**src/rtl/ram16_fifo_pkg.sv**
```systemverilog
// ram16_fifo shared constants.
// Depth, pointer/count widths and maximum occupancy (RAM plus output register).
package ram16_fifo_pkg;

    localparam int DEPTH     = 16;
    localparam int PTR_W     = 4;
    localparam int COUNT_W   = 5;
    localparam int LEVEL_MAX = 17;

endpackage

```
**src/rtl/ram16_fifo_if.sv**
```systemverilog
// ram16_fifo handshake bundle.
// Write side: in_valid/in_data/in_ready. Read side: out_valid/out_data/out_ready.
// Status: level (0..17). Modports: master = producer/consumer, slave = FIFO.
interface ram16_fifo_if #(
    parameter int WIDTH = 8
) ();
    import ram16_fifo_pkg::*;

    logic               in_valid;
    logic [WIDTH-1:0]   in_data;
    logic               in_ready;
    logic               out_valid;
    logic [WIDTH-1:0]   out_data;
    logic               out_ready;
    logic [COUNT_W-1:0] level;

    modport master (
        output in_valid, in_data, out_ready,
        input  in_ready, out_valid, out_data, level
    );

    modport slave (
        input  in_valid, in_data, out_ready,
        output in_ready, out_valid, out_data, level
    );

endinterface

```
**src/rtl/ram16xw_sp.sv**
```systemverilog
// WIDTH-bit bank of 16x1 single-port RAM cells, shared address/WE/clk.
// Ports: clk, we, addr[3:0], d (write data), o (asynchronous read data).
module ram16xw_sp
    import ram16_fifo_pkg::*;
#(
    parameter int WIDTH = 8
) (
    input  logic             clk,
    input  logic             we,
    input  logic [PTR_W-1:0] addr,
    input  logic [WIDTH-1:0] d,
    output logic [WIDTH-1:0] o
);

    for (genvar i = 0; i < WIDTH; i++) begin : g_cell
        logic [DEPTH-1:0] mem;

        // Contents are deliberately not reset, like the distributed RAM cell.
        always_ff @(posedge clk) begin
            if (we) begin
                mem[addr] <= d[i];
            end
        end

        assign o[i] = mem[addr];
    end

endmodule

```
**src/rtl/ram16_fifo.sv**
```systemverilog
// 17-entry FIFO: 16-deep single-port RAM bank plus a registered head.
// Ports: clk, reset_n (async, active low), bus (ram16_fifo_if.slave).
module ram16_fifo
    import ram16_fifo_pkg::*;
#(
    parameter int WIDTH = 8
) (
    input  logic         clk,
    input  logic         reset_n,
    ram16_fifo_if.slave  bus
);

    logic [PTR_W-1:0]   wr_ptr_q, wr_ptr_d;
    logic [PTR_W-1:0]   rd_ptr_q, rd_ptr_d;
    logic [COUNT_W-1:0] ram_count_q, ram_count_d;
    logic               out_valid_q, out_valid_d;
    logic [WIDTH-1:0]   out_data_q, out_data_d;

    logic               slot_free;
    logic               ram_empty;
    logic               ram_full;
    logic               prefetch;
    logic               bypass;
    logic               write;
    logic               pop_empty;
    logic               ram_we;
    logic [PTR_W-1:0]   ram_addr;
    logic [WIDTH-1:0]   ram_o;

    assign slot_free = !out_valid_q || bus.out_ready;
    assign ram_empty = (ram_count_q == '0);
    assign ram_full  = (ram_count_q == COUNT_W'(DEPTH));

    // Refilling the head from RAM takes the single port, so it wins.
    assign prefetch  = !ram_empty && slot_free;
    assign bypass    = ram_empty && slot_free && bus.in_valid;
    assign write     = !prefetch && !bypass && !ram_full && bus.in_valid;
    assign pop_empty = ram_empty && slot_free && !bus.in_valid;

    // WE gated by reset so a write racing reset never lands in RAM.
    assign ram_we    = write && reset_n;
    assign ram_addr  = prefetch ? rd_ptr_q : wr_ptr_q;

    ram16xw_sp #(
        .WIDTH (WIDTH)
    ) u_ram (
        .clk  (clk),
        .we   (ram_we),
        .addr (ram_addr),
        .d    (bus.in_data),
        .o    (ram_o)
    );

    always_comb begin
        wr_ptr_d    = wr_ptr_q;
        rd_ptr_d    = rd_ptr_q;
        ram_count_d = ram_count_q;
        out_valid_d = out_valid_q;
        out_data_d  = out_data_q;
        unique case (1'b1)
            prefetch: begin
                out_data_d  = ram_o;
                out_valid_d = 1'b1;
                rd_ptr_d    = rd_ptr_q + PTR_W'(1);
                ram_count_d = ram_count_q - COUNT_W'(1);
            end
            bypass: begin
                out_data_d  = bus.in_data;
                out_valid_d = 1'b1;
            end
            write: begin
                wr_ptr_d    = wr_ptr_q + PTR_W'(1);
                ram_count_d = ram_count_q + COUNT_W'(1);
            end
            pop_empty: begin
                out_valid_d = 1'b0;
            end
            default: begin
            end
        endcase
    end

    always_ff @(posedge clk or negedge reset_n) begin
        if (!reset_n) begin
            wr_ptr_q    <= '0;
            rd_ptr_q    <= '0;
            ram_count_q <= '0;
            out_valid_q <= 1'b0;
            out_data_q  <= '0;
        end else begin
            wr_ptr_q    <= wr_ptr_d;
            rd_ptr_q    <= rd_ptr_d;
            ram_count_q <= ram_count_d;
            out_valid_q <= out_valid_d;
            out_data_q  <= out_data_d;
        end
    end

    assign bus.in_ready  = reset_n && !prefetch && !ram_full;
    assign bus.out_valid = out_valid_q;
    assign bus.out_data  = out_data_q;
    assign bus.level     = ram_count_q + COUNT_W'(out_valid_q);

endmodule

```
**src/flat_wrapper.sv**
```systemverilog
// flat-port wrapper written by rule: the top's interface ports become plain ports
module ram16_fifo_flat import ram16_fifo_pkg::*;
#(
    parameter int WIDTH = 8
)
  (clk, reset_n, bus_in_valid, bus_in_data, bus_out_ready, bus_in_ready, bus_out_valid, bus_out_data, bus_level);
  ram16_fifo_if #(.WIDTH(WIDTH)) bus_i ();
  input  logic clk;
  input  logic reset_n;
  input wire logic [$bits(bus_i.in_valid)-1:0] bus_in_valid;
  input wire logic [$bits(bus_i.in_data)-1:0] bus_in_data;
  input wire logic [$bits(bus_i.out_ready)-1:0] bus_out_ready;
  output wire logic [$bits(bus_i.in_ready)-1:0] bus_in_ready;
  output wire logic [$bits(bus_i.out_valid)-1:0] bus_out_valid;
  output wire logic [$bits(bus_i.out_data)-1:0] bus_out_data;
  output wire logic [$bits(bus_i.level)-1:0] bus_level;
  assign bus_i.in_valid = bus_in_valid;
  assign bus_i.in_data = bus_in_data;
  assign bus_i.out_ready = bus_out_ready;
  assign bus_in_ready = bus_i.in_ready;
  assign bus_out_valid = bus_i.out_valid;
  assign bus_out_data = bus_i.out_data;
  assign bus_level = bus_i.level;
  ram16_fifo #(.WIDTH(WIDTH)) u_core (.clk(clk), .reset_n(reset_n), .bus(bus_i));
endmodule
```
**config.mk**
```make
export PLATFORM = sky130hd
export DESIGN_NAME = ram16_fifo_flat
export DESIGN_NICKNAME = d
export VERILOG_FILES = /design/src/rtl/ram16_fifo_pkg.sv /design/src/rtl/ram16_fifo_if.sv /design/src/rtl/ram16xw_sp.sv /design/src/rtl/ram16_fifo.sv /design/src/flat_wrapper.sv
export SDC_FILE = /design/constraint.sdc
export NUM_CORES = 1
export LEC_CHECK = 0
export CORE_ASPECT_RATIO = 0.9
export CORE_UTILIZATION = 47
export DETAILED_ROUTE_END_ITERATION = 16
export PLACE_DENSITY = 0.7
export SLEW_MARGIN = 25
export SYNTH_ARGS = -nofsm -noshare
export SYNTH_HDL_FRONTEND = slang
export SYNTH_SLANG_ARGS = --single-unit
```
**constraint.sdc**
```tcl
create_clock -name clk -period 4.7 [get_ports clk]
set_input_delay 0.94 -clock clk [delete_from_list [all_inputs] [get_ports clk]]
set_output_delay 0.94 -clock clk [all_outputs]
set_load 0.01 [all_outputs]
```
==> flow_summary.toml, run 1 <==
[cells_and_area]
nFillCells = 1050
drive_gt1_frac = 0.109
synthToLayoutAreaGrowth_pct = 16.9
antenna_cells = 0
finalNetCount = 547

[cts]
post_cts_resized = 0
cts_hold_buf = 0
clock-sinks = 150
htree_levels = 4
cts_setup_buffers = 0
cts-root-buf = "clkbuf_16"
clock_latency_ns = 0.42
cts_tree = "built"
clkTransAtPathRegs_ns = 0.06
cts.path.max_buffers = 2
cts_made_buffers = 17

[synth]
syn_nets = 518
yosys.area_share.simple = 0.0674
synth_adder_area_share = 0.0167
ys_seq_area_frac = 0.681
syn-instance-count = 498
ys_ff_latch = 150
syn_area_per_cell_um2 = 13.0
synth-xor-area-share = 0.0176
ys_warn_count = 0
synth-compound-area-share = 0.184
post_synth_mux_area_share = 0.00969
synth.cell_area_mm2 = 0.00646
synth_top_family_by_area = "compound AO/OA/AOI/OAI gates"
ys_types = 42

[floorplanning]
core_area_mm2 = 0.0134
pin_count = 27
die_area_mm2 = 0.0142
die_w_um = 126
initial_core_util = 0.483
rows = 40
die_h_um = 113

[timing]
setup_violations = 0
setup_tns_ns = 0
report.final.hold_viol_count = 0
layout_setup_ws_ns = 0.703
worst_pin_slew_ns = 0.897
hold_slack_ns = 0.487
finClkSkew_ns = 0.00877
max_freq_mhz = 250
period_minus_slack_ns = 4.00
timing.final.crit_share = 0.850
maxSlewViolCount = 0
relSlewSlack = 0.400
rsz0062_at_grt = "no"

[global_route]
grt_pass1_vias = 4308
gr-total-overflow = 0
grt_max_degree = 34
antenna_found_initial = 0
grt_pass1_wl_um = 25100
grt_util_all_layers = 0.243

[placement]
place_ws_ns = 0.953
routabilityCongestion = 0.877
hpwl_um = 10400
io_buffers = 26

[critical_path]
r2r_start = "u_core.ram_count_q[1]"
slowest_delay_ns = 0.74
slowest_stage = "or4_1"
start_kind = "register"
path_cells = "or4_1 > o21ai_2 > and3_1 > clkdlybuf4s50_1"
crit_required_ns = 3.76
arrival_ns = 3.06
worst-setup-path-type = "reg -> out"
end_kind = "primary output"
crit_fanout = 14
cp-startpoint = "u_core.ram_count_q[1]"

[job]
maxCapViolations = 0

[power]
seqPwrFrac = 0.395
p_comb_frac = 0.308
leakage_nw = 2.39
p_per_area_mw_per_mm2 = 586
internal_power_w = 0.00289
p_sw_frac = 0.347
ir_worst_vdd_mv = 0.303
pwr-share-clk = 0.297
p_switching_w = 0.00153

[hold_path]
worst_hold_path_type = "reg -> reg"
hp-start = "u_core.bus.out_data[4]"

[routing]
wl_per_cell_um = 22.8
drc = 4
vias_per_cell = 6.41
drtIter0Drc = 573
num_vias = 4541
finalWirelength_um = 16100
antenna_left = 0
drt-pass1-iter-count = 11

[run_status]
status = "complete, but fails checks"
violations = "DRC"
## synthesized netlist by cell type, drive strengths merged
master,number,area share
a2111oi,2,0.0047
a211oi,2,0.0023
a21o,2,0.0023
a21oi,3,0.0023
a31oi,1,0.00097
a32o,1,0.0016
a41oi,32,0.043
and3,2,0.0019
and4,1,0.0014
buf,6,0.0064
clkbuf,26,0.015
dfrtp,22,0.085
edfxtp,128,0.60
fa,1,0.0031
ha,7,0.014
inv,4,0.0023
mux2,2,0.0035
mux2i,4,0.0062
nand2,35,0.020
nand2b,1,0.00097
nand3,10,0.0078
nand3b,5,0.0058
nand4,2,0.0019
nor2,23,0.013
nor2b,5,0.0048
nor3b,1,0.0012
nor4,1,0.0033
o2111a,1,0.0019
o21ai,139,0.11
o22ai,1,0.0019
o31ai,9,0.010
o32ai,2,0.0039
or3,1,0.00097
or3b,1,0.0014
or4,2,0.0023
xnor2,11,0.015
xor2,2,0.0027
## metrics by stage
| stage | area (µm²) | power [W] | cells | utilization |
|---|---|---|---|---|
| 2_1_floorplan | 6460 | 0.00255 | 498 | - |
| 3_3_place_gp | 6960 | 0.00306 | 676 | 0.521 |
| 3_5_place_dp | 6960 | 0.00310 | 676 | 0.521 |
| 4_1_cts | 7540 | 0.00442 | 708 | 0.565 |
| 5_1_grt | 7550 | 0.00463 | 708 | 0.565 |
| 6_report | 7550 | 0.00442 | 708 | 0.565 |
## cells in the final DEF (no fill, tap or decap), types with 2 or more instances in the layout
cell type | netlist | layout
buf_4 | 0 | 16
a41oi_1 | 32 | 32
nand2_1 | 35 | 35
nor2b_1 | 5 | 5
xor2_1 | 2 | 2
o31ai_1 | 9 | 8
inv_1 | 4 | 4
clkinv_2 | 0 | 3
bufinv_16 | 0 | 2
and3_1 | 2 | 2
a2111oi_4 | 0 | 2
clkdlybuf4s50_1 | 0 | 26
ha_1 | 7 | 7
nand3b_1 | 5 | 5
a21o_1 | 2 | 2
o21ai_1 | 22 | 22
dfrtp_1 | 22 | 22
or4_1 | 2 | 2
nand3_1 | 10 | 10
clkinvlp_4 | 0 | 4
nand4_1 | 2 | 2
edfxtp_1 | 128 | 128
o21ai_0 | 116 | 116
inv_6 | 0 | 2
clkinv_4 | 0 | 2
clkbuf_16 | 0 | 17
nor2_1 | 23 | 23
mux2_2 | 2 | 2
mux2i_1 | 4 | 4
xnor2_1 | 11 | 11
a21oi_1 | 3 | 3
## per-layer routing
metal | wire (µm) | track usage
met5 | 0 | 0
met4 | 472 | 0.104
met3 | 1700 | 0.0775
met2 | 7150 | 0.364
met1 | 6820 | 0.328
## logic make-up after synthesis
kind of cell,Yosys count
AOI/OAI and AO/OA,195
xor gates and xnor gates,13
adders and majority gates,8
buffers and inverters,36
DFF,150
muxes,6
and+or+nand+nor,90
## sequential cells by signal, summed over array words and instances (netlist names)
name / flops
u_core.bus.out_data: 8
u_core.bus.out_valid: 1
u_core.ram_count_q: 5
u_core.rd_ptr_q: 4
u_core.u_ram.g_cell.mem: 128
u_core.wr_ptr_q: 4
## path summary, 6_finish.rpt
check                                                      end  cells after the start  slack (ns)
worst max-delay path                              bus_in_ready                      4        0.70
worst min-delay path                    u_core.bus.out_data[4]                      2        0.49
worst max register to register  u_core.u_ram.g_cell[0].mem[13]                      5        1.09
worst min register to register          u_core.bus.out_data[4]                      2        0.49
max in group asynchronous               u_core.bus.out_data[2]                      2        3.50
min in group asynchronous               u_core.bus.out_data[4]                      2        0.93
## layout make-up
class                           instances  area, µm²  share of cell area
Clock buffer                           18        429              0.0568
Multi-Input combinational cell        312       1970               0.261
Timing Repair Buffer                   42        380              0.0504
Inverter                                4       15.0             0.00199
Tap cell                              168        210              0.0278
Clock inverter                         14        151              0.0201
Sequential cell                       150       4390               0.582
## worst max-delay path, delay by kind of cell, from the launching register on
family	cells	cell delay (ns)
AND/OR/NAND/NOR	2	1.01
AO/OA/AOI/OAI	1	0.63
buffers and inverters	1	0.53
flip-flops	1	0.47
## power by group through the flow
stage | registers, W | logic [W] | clock network [W]
2_1_floorplan | 0.00171 | 0.000842 | 0
3_3_place_gp | 0.00176 | 0.00131 | 0
3_5_place_dp | 0.00177 | 0.00133 | 0
4_1_cts | 0.00174 | 0.00134 | 0.00134
5_1_grt | 0.00176 | 0.00148 | 0.00139
6_report | 0.00175 | 0.00136 | 0.00132
Power figures use the tool's default switching activity.
==> run 2, diff against run 1 <==
--- a/config.mk
+++ b/config.mk
@@ -8,8 +8,8 @@
 export CORE_ASPECT_RATIO = 0.9
 export CORE_UTILIZATION = 47
 export DETAILED_ROUTE_END_ITERATION = 16
+export MAX_ROUTING_LAYER = met4
 export PLACE_DENSITY = 0.7
-export SLEW_MARGIN = 25
 export SYNTH_ARGS = -nofsm -noshare
 export SYNTH_HDL_FRONTEND = slang
 export SYNTH_SLANG_ARGS = --single-unit
==> run 2 against run 1 <==
  * The flow still finishes with violations (DRC)
  * Setup slack gained 0.042 ns
  * Register-to-register slack improved by 0.07 ns
  * Global-route usage increased by 0.40 points
  * Clock power barely moved
  * First-iteration DRC count decreased by 1.6%
  * Power grew 0.30%
  * Routed wire length up 0.66%
==> flow_summary.toml, run 2 (synthesized netlist as in run 1, its figures left out) <==
[run_status]
status = "complete, but fails checks"
violations = "DRC"

[global_route]
grt_max_degree = 34
grt_pass1_wl_um = 24300
grt_util_all_layers = 0.247
antenna_found_initial = 0
grt_pass1_vias = 4185
gr-total-overflow = 0

[timing]
setup_violations = 0
max_freq_mhz = 253
period_minus_slack_ns = 3.95
worst_pin_slew_ns = 1.12
report.final.hold_viol_count = 0
relSlewSlack = 0.247
finClkSkew_ns = 0.00964
rsz0062_at_grt = "no"
maxSlewViolCount = 0
timing.final.crit_share = 0.841
setup_tns_ns = 0
layout_setup_ws_ns = 0.745

[routing]
num_vias = 4521
drt-pass1-iter-count = 12
vias_per_cell = 6.39
drtIter0Drc = 564
antenna_left = 0
finalWirelength_um = 16200
drc = 4
wl_per_cell_um = 22.9

[floorplanning]
die_w_um = 126
die_area_mm2 = 0.0142
rows = 40
die_h_um = 113
core_area_mm2 = 0.0134
initial_core_util = 0.483
pin_count = 27

[cts]
clock_latency_ns = 0.43
clock-sinks = 150
cts_tree = "built"
post_cts_resized = 0
cts_made_buffers = 17
cts.path.max_buffers = 2
htree_levels = 4
clkTransAtPathRegs_ns = 0.06
cts_hold_buf = 0
cts-root-buf = "clkbuf_16"
cts_setup_buffers = 0

[placement]
io_buffers = 26
place_ws_ns = 0.975
hpwl_um = 10500
routabilityCongestion = 0.898

[critical_path]
slowest_stage = "or4_1"
crit_required_ns = 3.76
cp-startpoint = "u_core.ram_count_q[1]"
reg2reg_to = "u_core.u_ram.g_cell[0].mem[12]"
start_kind = "register"
end_kind = "primary output"
crit_fanout = 14
slowest_delay_ns = 0.73
rrSetupSlack_ns = 1.16
reg2reg_depth = 5
worst-setup-path-type = "reg -> out"
crit_end = "bus_in_ready"
r2r_start = "u_core.ram_count_q[1]"
cp_top_family = "simple AND/OR/NAND/NOR gates"
cp_num_buf_inv = 1
path_cells = "or4_1 > o21ai_2 > and3_1 > clkdlybuf4s50_1"
cp_num_cells = 4
arrival_ns = 3.01

[cells_and_area]
drive_gt1_frac = 0.104
antenna_cells = 0
final_cell_mix = "edfxtp_1, o21ai_0, nand2_1, a41oi_1, clkdlybuf4s50_1"
final_common_cell = "edfxtp_1"
largest_reg_flops = 128
regMostFlops = "u_core.u_ram.g_cell.mem"
synthToLayoutAreaGrowth_pct = 16.8
finalNetCount = 547

[power]
leakage_nw = 2.38
ir_worst_vdd_mv = 0.269
p_per_area_mw_per_mm2 = 588

[job]
maxCapViolations = 0

[hold_path]
worst_hold_path_type = "reg -> reg"
==> run 2: cell types whose count changed in the layout (fill, tap and decap cells not counted), sizes merged <==
cell,before,now
inv,7,9
clkinvlp,4,3
clkbuf,18,19
clkinv,5,3
==> run 2: power breakdown <==
group          total, W  switching (W)  internal (W)
sequential      0.00174       0.000172       0.00157
clock           0.00133       0.000540      0.000788
combinational   0.00137       0.000832      0.000534
==> run 2: worst reg2reg max path: stages (launching register included) <==
cell	delay [ns]
dfrtp_1	0.47
or4_1	0.73
o21ai_2	0.60
a31oi_1	0.44
nand3b_1	0.37
nor2_1	0.57
==> run 2: metrics by stage <==
step / utilization / hold WS [ns] / total power (W) / area (µm²) / std cells
final: 0.565 / 0.493 / 0.00444 / 7540 / 708
after global routing: 0.565 / 0.532 / 0.00463 / 7540 / 708
after CTS: 0.565 / 0.497 / 0.00443 / 7540 / 708
after detailed placement: 0.521 / 0.483 / 0.00310 / 6960 / 676
after global placement: 0.521 / 0.467 / 0.00306 / 6960 / 676
after floorplan: - / 0.500 / 0.00255 / 6460 / 498
==> run 2: how the worst min path moves through the flow <==
stage	from	to	slack, ns	cells after the start
2_1_floorplan	u_core.rd_ptr_q[3]	u_core.rd_ptr_q[3]	0.50	1
3_3_place_gp	u_core.bus.out_data[4]	u_core.bus.out_data[4]	0.47	2
3_5_place_dp	u_core.bus.out_data[6]	u_core.bus.out_data[6]	0.48	2
4_1_cts	u_core.bus.out_data[6]	u_core.bus.out_data[6]	0.50	2
5_1_grt	u_core.bus.out_data[6]	u_core.bus.out_data[6]	0.53	2
6_report	u_core.bus.out_data[6]	u_core.bus.out_data[6]	0.49	2
==> run 2: layout make-up <==
cell class / instances / area [µm²]
clock inverter: 13 / 146
clock buffer: 19 / 433
fill: 1063 / 5820
sequential: 150 / 4390
tap: 168 / 210
timing repair buffer: 42 / 380
multi-input combinational: 312 / 1960
inverter: 4 / 15.0
==> run 2: routing by layer <==
layer	up-vias	share of wire	global-route usage
met4	0	0.035	0.131
li1	1999	-	-
met3	57	0.086	0.0605
met2	272	0.45	0.362
met1	2193	0.43	0.319
met5	-	0	-
==> run 3, diff against run 2 <==
==> constraint.sdc (replaced) <==
create_clock -name clk -period 3.9 [get_ports clk]
set_input_delay 0.78 -clock clk [delete_from_list [all_inputs] [get_ports clk]]
set_output_delay 0.78 -clock clk [all_outputs]
set_load 0.01 [all_outputs]
==> run 3 against run 2 <==
  * Setup slack lost 0.54 ns
  * Clock-buffer cell count up 5
  * Clock skew down 0.0029 ns
  * Non-clock buffer count is 18 higher
  * Final area increased by 1.7%
  * The run still ends with DRC left
  * Routed wire length grew 2.1%
  * Via count increased by 1.7%
  * Critical endpoint unchanged
==> flow_summary.toml, run 3 (synthesized netlist as in run 1, its figures left out) <==
[routing]
drc = 4
antenna_left = 0
finalWirelength_um = 16600
vias_per_cell = 6.33
drt-pass1-iter-count = 11
drtIter0Drc = 594
num_vias = 4598
wl_per_cell_um = 22.8

[cts]
cts.path.max_buffers = 2
cts_tree = "built"
clock-sinks = 150
htree_levels = 4
clkTransAtPathRegs_ns = 0.06
cts_hold_buf = 0
cts_made_buffers = 17
clock_latency_ns = 0.42
cts-root-buf = "clkbuf_16"

[cells_and_area]
final_cell_mix = "edfxtp_1, o21ai_0, nand2_1, buf_4, a41oi_1"
drive_gt1_frac = 0.127
antenna_cells = 0
regMostFlops = "u_core.u_ram.g_cell.mem"
synthToLayoutAreaGrowth_pct = 18.9
largest_reg_flops = 128
finalNetCount = 565
final_common_cell = "edfxtp_1"

[placement]
routabilityCongestion = 0.845
io_buffers = 26
hpwl_um = 10500

[power]
p_switching_w = 0.00183
pwr-share-clk = 0.292
internal_power_w = 0.00354
leakage_nw = 2.47
p_comb_frac = 0.315
seqPwrFrac = 0.393
p_sw_frac = 0.341
ir_worst_vdd_mv = 0.568
p_per_area_mw_per_mm2 = 699

[run_status]
status = "complete, but fails checks"
violations = "DRC"

[global_route]
grt_pass1_wl_um = 26300
antenna_found_initial = 0
grt_pass1_vias = 4527
gr-total-overflow = 0
grt_max_degree = 34
grt_util_all_layers = 0.263

[critical_path]
crit_fanout = 14
slowest_stage = "or4_1"
arrival_ns = 2.92
path_cells = "or4_1 > o21ai_4 > and3_1 > clkdlybuf4s50_1"
start_kind = "register"
crit_required_ns = 3.12
end_kind = "primary output"
worst-setup-path-type = "reg -> out"
slowest_delay_ns = 0.77

[floorplanning]
rows = 40
core_area_mm2 = 0.0134
die_area_mm2 = 0.0142
initial_core_util = 0.483
die_w_um = 126
pin_count = 27
die_h_um = 113

[job]
maxCapViolations = 0

[timing]
report.final.hold_viol_count = 0
period_minus_slack_ns = 3.70
setup_violations = 0
rsz0062_at_grt = "no"
setup_tns_ns = 0
worst_pin_slew_ns = 0.794
maxSlewViolCount = 0
finClkSkew_ns = 0.00677
max_freq_mhz = 270
hold_slack_ns = 0.494
relSlewSlack = 0.468
timing.final.crit_share = 0.948

[hold_path]
worst_hold_path_type = "reg -> reg"
-- run 3: worst paths after layout --
path                                        start                             to  slack, ns  cells after the start
max                         u_core.ram_count_q[1]                   bus_in_ready       0.20                      4
min                        u_core.bus.out_data[3]         u_core.bus.out_data[3]       0.49                      2
max reg2reg                 u_core.ram_count_q[1]  u_core.u_ram.g_cell[6].mem[5]       0.69                      7
min reg2reg                u_core.bus.out_data[3]         u_core.bus.out_data[3]       0.49                      2
max in group asynchronous                 reset_n          u_core.ram_count_q[2]       2.56                      2
min in group asynchronous                 reset_n         u_core.bus.out_data[1]       0.67                      1
-- run 3: what timing repair did --
item,CTS,global route
setup endpoints to repair,0,1
gates resized for setup,0,1
hold endpoints to repair,0,0
buffers inserted,0,0
-- run 3: stage by stage --
step	total power [W]	cell area, µm²	instances	setup slack, ns	utilization
floorplan	0.00307	6460	498	0.863	-
global placement	0.00374	7100	694	0.479	0.531
detailed placement	0.00380	7100	694	0.447	0.531
CTS	0.00537	7670	726	0.00137	0.574
global route	0.00563	7670	726	0.0670	0.574
finish	0.00536	7670	726	0.201	0.574
-- run 3: routing by layer --
metal,track usage,part of all wire
met5,-,0
met4,0.0886,0.014
met3,0.0629,0.090
met2,0.405,0.47
met1,0.344,0.42
-- run 3: layout make-up --
class / instances / area (µm²)
Multi-Input combinational cell: 312 / 1970
Fill cell: 1045 / 5690
Tap cell: 168 / 210
Sequential cell: 150 / 4390
Inverter: 4 / 15.0
Clock buffer: 24 / 462
Timing Repair Buffer: 60 / 515
Clock inverter: 8 / 106
-- run 3: critical path: cells and delay by family, from the launching register on --
kind	cells	cell delay [ns]
AO/OA/AOI/OAI	1	0.48
AND/OR/NAND/NOR	2	1.01
flip-flops	1	0.48
buffers and inverters	1	0.53
-- run 3: power by group through the flow --
stage	logic (W)	clock network [W]	registers, W
after global routing	0.00185	0.00165	0.00213
after floorplan	0.00101	0	0.00206
after detailed placement	0.00167	0	0.00213
final	0.00169	0.00157	0.00211
after CTS	0.00168	0.00159	0.00210
after global placement	0.00163	0	0.00212
==> RTL change: new RTL, config.mk and constraints of run 3 <==
`WIDTH` is set to 8 in 4 places; all go to 10.
--- a/src/rtl/ram16_fifo_if.sv
+++ b/src/rtl/ram16_fifo_if.sv
@@ -2,7 +2,7 @@
 // Write side: in_valid/in_data/in_ready. Read side: out_valid/out_data/out_ready.
 // Status: level (0..17). Modports: master = producer/consumer, slave = FIFO.
 interface ram16_fifo_if #(
-    parameter int WIDTH = 8
+    parameter int WIDTH = 10
 ) ();
     import ram16_fifo_pkg::*;
 
--- a/src/rtl/ram16xw_sp.sv
+++ b/src/rtl/ram16xw_sp.sv
@@ -3,7 +3,7 @@
 module ram16xw_sp
     import ram16_fifo_pkg::*;
 #(
-    parameter int WIDTH = 8
+    parameter int WIDTH = 10
 ) (
     input  logic             clk,
     input  logic             we,
--- a/src/rtl/ram16_fifo.sv
+++ b/src/rtl/ram16_fifo.sv
@@ -3,7 +3,7 @@
 module ram16_fifo
     import ram16_fifo_pkg::*;
 #(
-    parameter int WIDTH = 8
+    parameter int WIDTH = 10
 ) (
     input  logic         clk,
     input  logic         reset_n,
--- a/src/flat_wrapper.sv
+++ b/src/flat_wrapper.sv
@@ -1,7 +1,7 @@
 // flat-port wrapper written by rule: the top's interface ports become plain ports
 module ram16_fifo_flat import ram16_fifo_pkg::*;
 #(
-    parameter int WIDTH = 8
+    parameter int WIDTH = 10
 )
   (clk, reset_n, bus_in_valid, bus_in_data, bus_out_ready, bus_in_ready, bus_out_valid, bus_out_data, bus_level);
   ram16_fifo_if #(.WIDTH(WIDTH)) bus_i ();
Ports: changed (resized bus_in_data and bus_out_data); port bits go from 27 to 31. The function was not compared with the original's and may differ.
==> RTL change against run 3 <==
Synthesized area rose by 21%; design area rose by 17%; wire length rose by 24%; final cell count rose by 18%; non-clock buffer count rose by 3; total power rose by 13%; worst setup slack improved by 250 ps; clock power barely moved; synthesized cell count rose by 20%; register-to-register slack improved by 170 ps; sequential cell count rose by 34; hold slack got worse by 1.1 ps; largest cell class unchanged.
==> RTL change: results (changes against run 3) <==
Synth Area in Compound Gates 18.3% (was 18.4%); Crit Path Max Fanout 7 (was 14); first-pass GRT wire length 30,700 um (was 26,300 um); mux share of post-synthesis cell area 0.803% (was 0.969%); Filler cells 1,309 (was 1,045); Post-Synthesis Mean Instance Area 13.1 um^2 (was 13.0 um^2); Synth Warn # 0 (unchanged); max incr delay on CP 790 ps (was 770 ps); initial DRC count 614 (was 594); final non-filler cell total 854 (was 726); metal3 WL 2270 um (was 1490 um); placed insts 822 (was 694); Port Buf Inserts 30 (was 26); post-synthesis adder-cell area fraction 1.38% (was 1.67%); Comb power 0.00198 W (was 0.00169 W); GPL Wtd Cong 0.870 (was 0.845); sequential area share after synthesis 69.4% (was 68.1%); Max VDD drop 483 uV (was 568 uV); Internal Power 0.00388 W (was 0.00354 W); FF/Latch Area 0.00541 mm^2 (was 0.00439 mm^2); TritonRoute pass-1 iters 5 (was 11); fraction of registers with async set/reset 13.0% (was 14.7%); max reg flops 160 (was 128); hold path endpoint u_core.bus.out_data[0]$_DFFE_PN0P_ (was u_core.bus.out_data[3]$_DFFE_PN0P_); largest net degree at the start of global routing 42 (was 34); residual DRC count 0 (was 4); Total GRT Usage 26.1% (was 26.3%); Wirelength per Cell 24.1 um (was 22.8 um); vias in the first global route 5,342 (was 4,527); met1 wire length 8240 um (was 7010 um); ranking of synthesized cells by area edfxtp_1 62%, o21ai_0 9.1%, dfrtp_1 7.7% (was edfxtp_1 60%, o21ai_0 9.0%, dfrtp_1 8.5%); clk_skew 10.4 ps (was 6.77 ps); DPL Wire Length 12,300 um (was 10,500 um); Slew @ Worst Pin 947 ps (was 794 ps); Commonest cells post-synth 160 x edfxtp_1, 141 x o21ai_0, 41 x nand2_1, 40 x a41oi_1, 38 x clkbuf_1 (was 128 x edfxtp_1, 116 x o21ai_0, 35 x nand2_1, 32 x a41oi_1, 26 x clkbuf_1); static leakage 2.84 nW (was 2.47 nW); R2R depth 5 (was 7); RR Endpoint u_core.u_ram.g_cell[7].mem[5]$_DFFE_PP_ (was u_core.u_ram.g_cell[6].mem[5]$_DFFE_PP_); arrival time at the worst endpoint 2660 ps (was 2920 ps); Met2 Wirelength 9570 um (was 7850 um); worst reg2reg setup slack 860 ps (was 690 ps); XOR/XNOR share of the synthesized area 1.46% (was 1.76%); worst hold slack 492 ps (was 494 ps); final net count 656 (was 565); worst hold start u_core.bus.out_data[0]$_DFFE_PN0P_ (was u_core.bus.out_data[3]$_DFFE_PN0P_); via count 5,512 (was 4,598); Seq. pwr 0.00252 W (was 0.00211 W); status complete, no violations (was finished with violations); share of cells above drive strength 1 11.3% (was 12.7%)
==> RTL change: cell types whose count changed after synthesis, sizes merged <==
cell / run 3 / this run
edfxtp: 128 / 160
nand2: 35 / 41
a41oi: 32 / 40
nand3: 10 / 12
o31ai: 9 / 11
o21ai: 139 / 173
dfrtp: 22 / 24
clkbuf: 26 / 38
==> RTL change: final cells by class <==
class / count / area share, %
Clock buffer: 20 / 4.85
Clock inverter: 12 / 1.06
Inverter: 4 / 0.167
Multi-Input combinational cell: 364 / 24.9
Sequential cell: 184 / 60.0
Tap cell: 207 / 2.88
Timing Repair Buffer: 63 / 6.09
==> RTL change: how the worst max path moves through the flow <==
stage / end / startpoint / slack (ps)
floorplan: u_core.ram_count_q[4]$_DFFE_PN0P_ / bus_out_ready / 930
global placement: u_core.ram_count_q[4]$_DFFE_PN0P_ / bus_out_ready / 550
detailed placement: u_core.ram_count_q[4]$_DFFE_PN0P_ / bus_out_ready / 450
CTS: bus_in_ready / u_core.ram_count_q[1]$_DFFE_PN0P_ / 440
global route: bus_in_ready / u_core.ram_count_q[1]$_DFFE_PN0P_ / 360
finish: bus_in_ready / u_core.ram_count_q[1]$_DFFE_PN0P_ / 460
==> RTL change: per-stage QoR <==
stage | instance area (um^2) | total power (W) | setup slack (ps)
finish | 9000 | 0.00607 | 456
global route | 9000 | 0.00632 | 356
CTS | 9000 | 0.00605 | 443
detailed placement | 8470 | 0.00449 | 447
global placement | 8470 | 0.00442 | 551
floorplan | 7790 | 0.00365 | 932
==> RTL change: routing by layer <==
layer | vias to the layer above | global-route usage, %
met5 | - | -
met4 | 0 | 9.78
met3 | 38 | 7.94
met2 | 313 | 39.0
met1 | 2763 | 33.7
li1 | 2398 | -
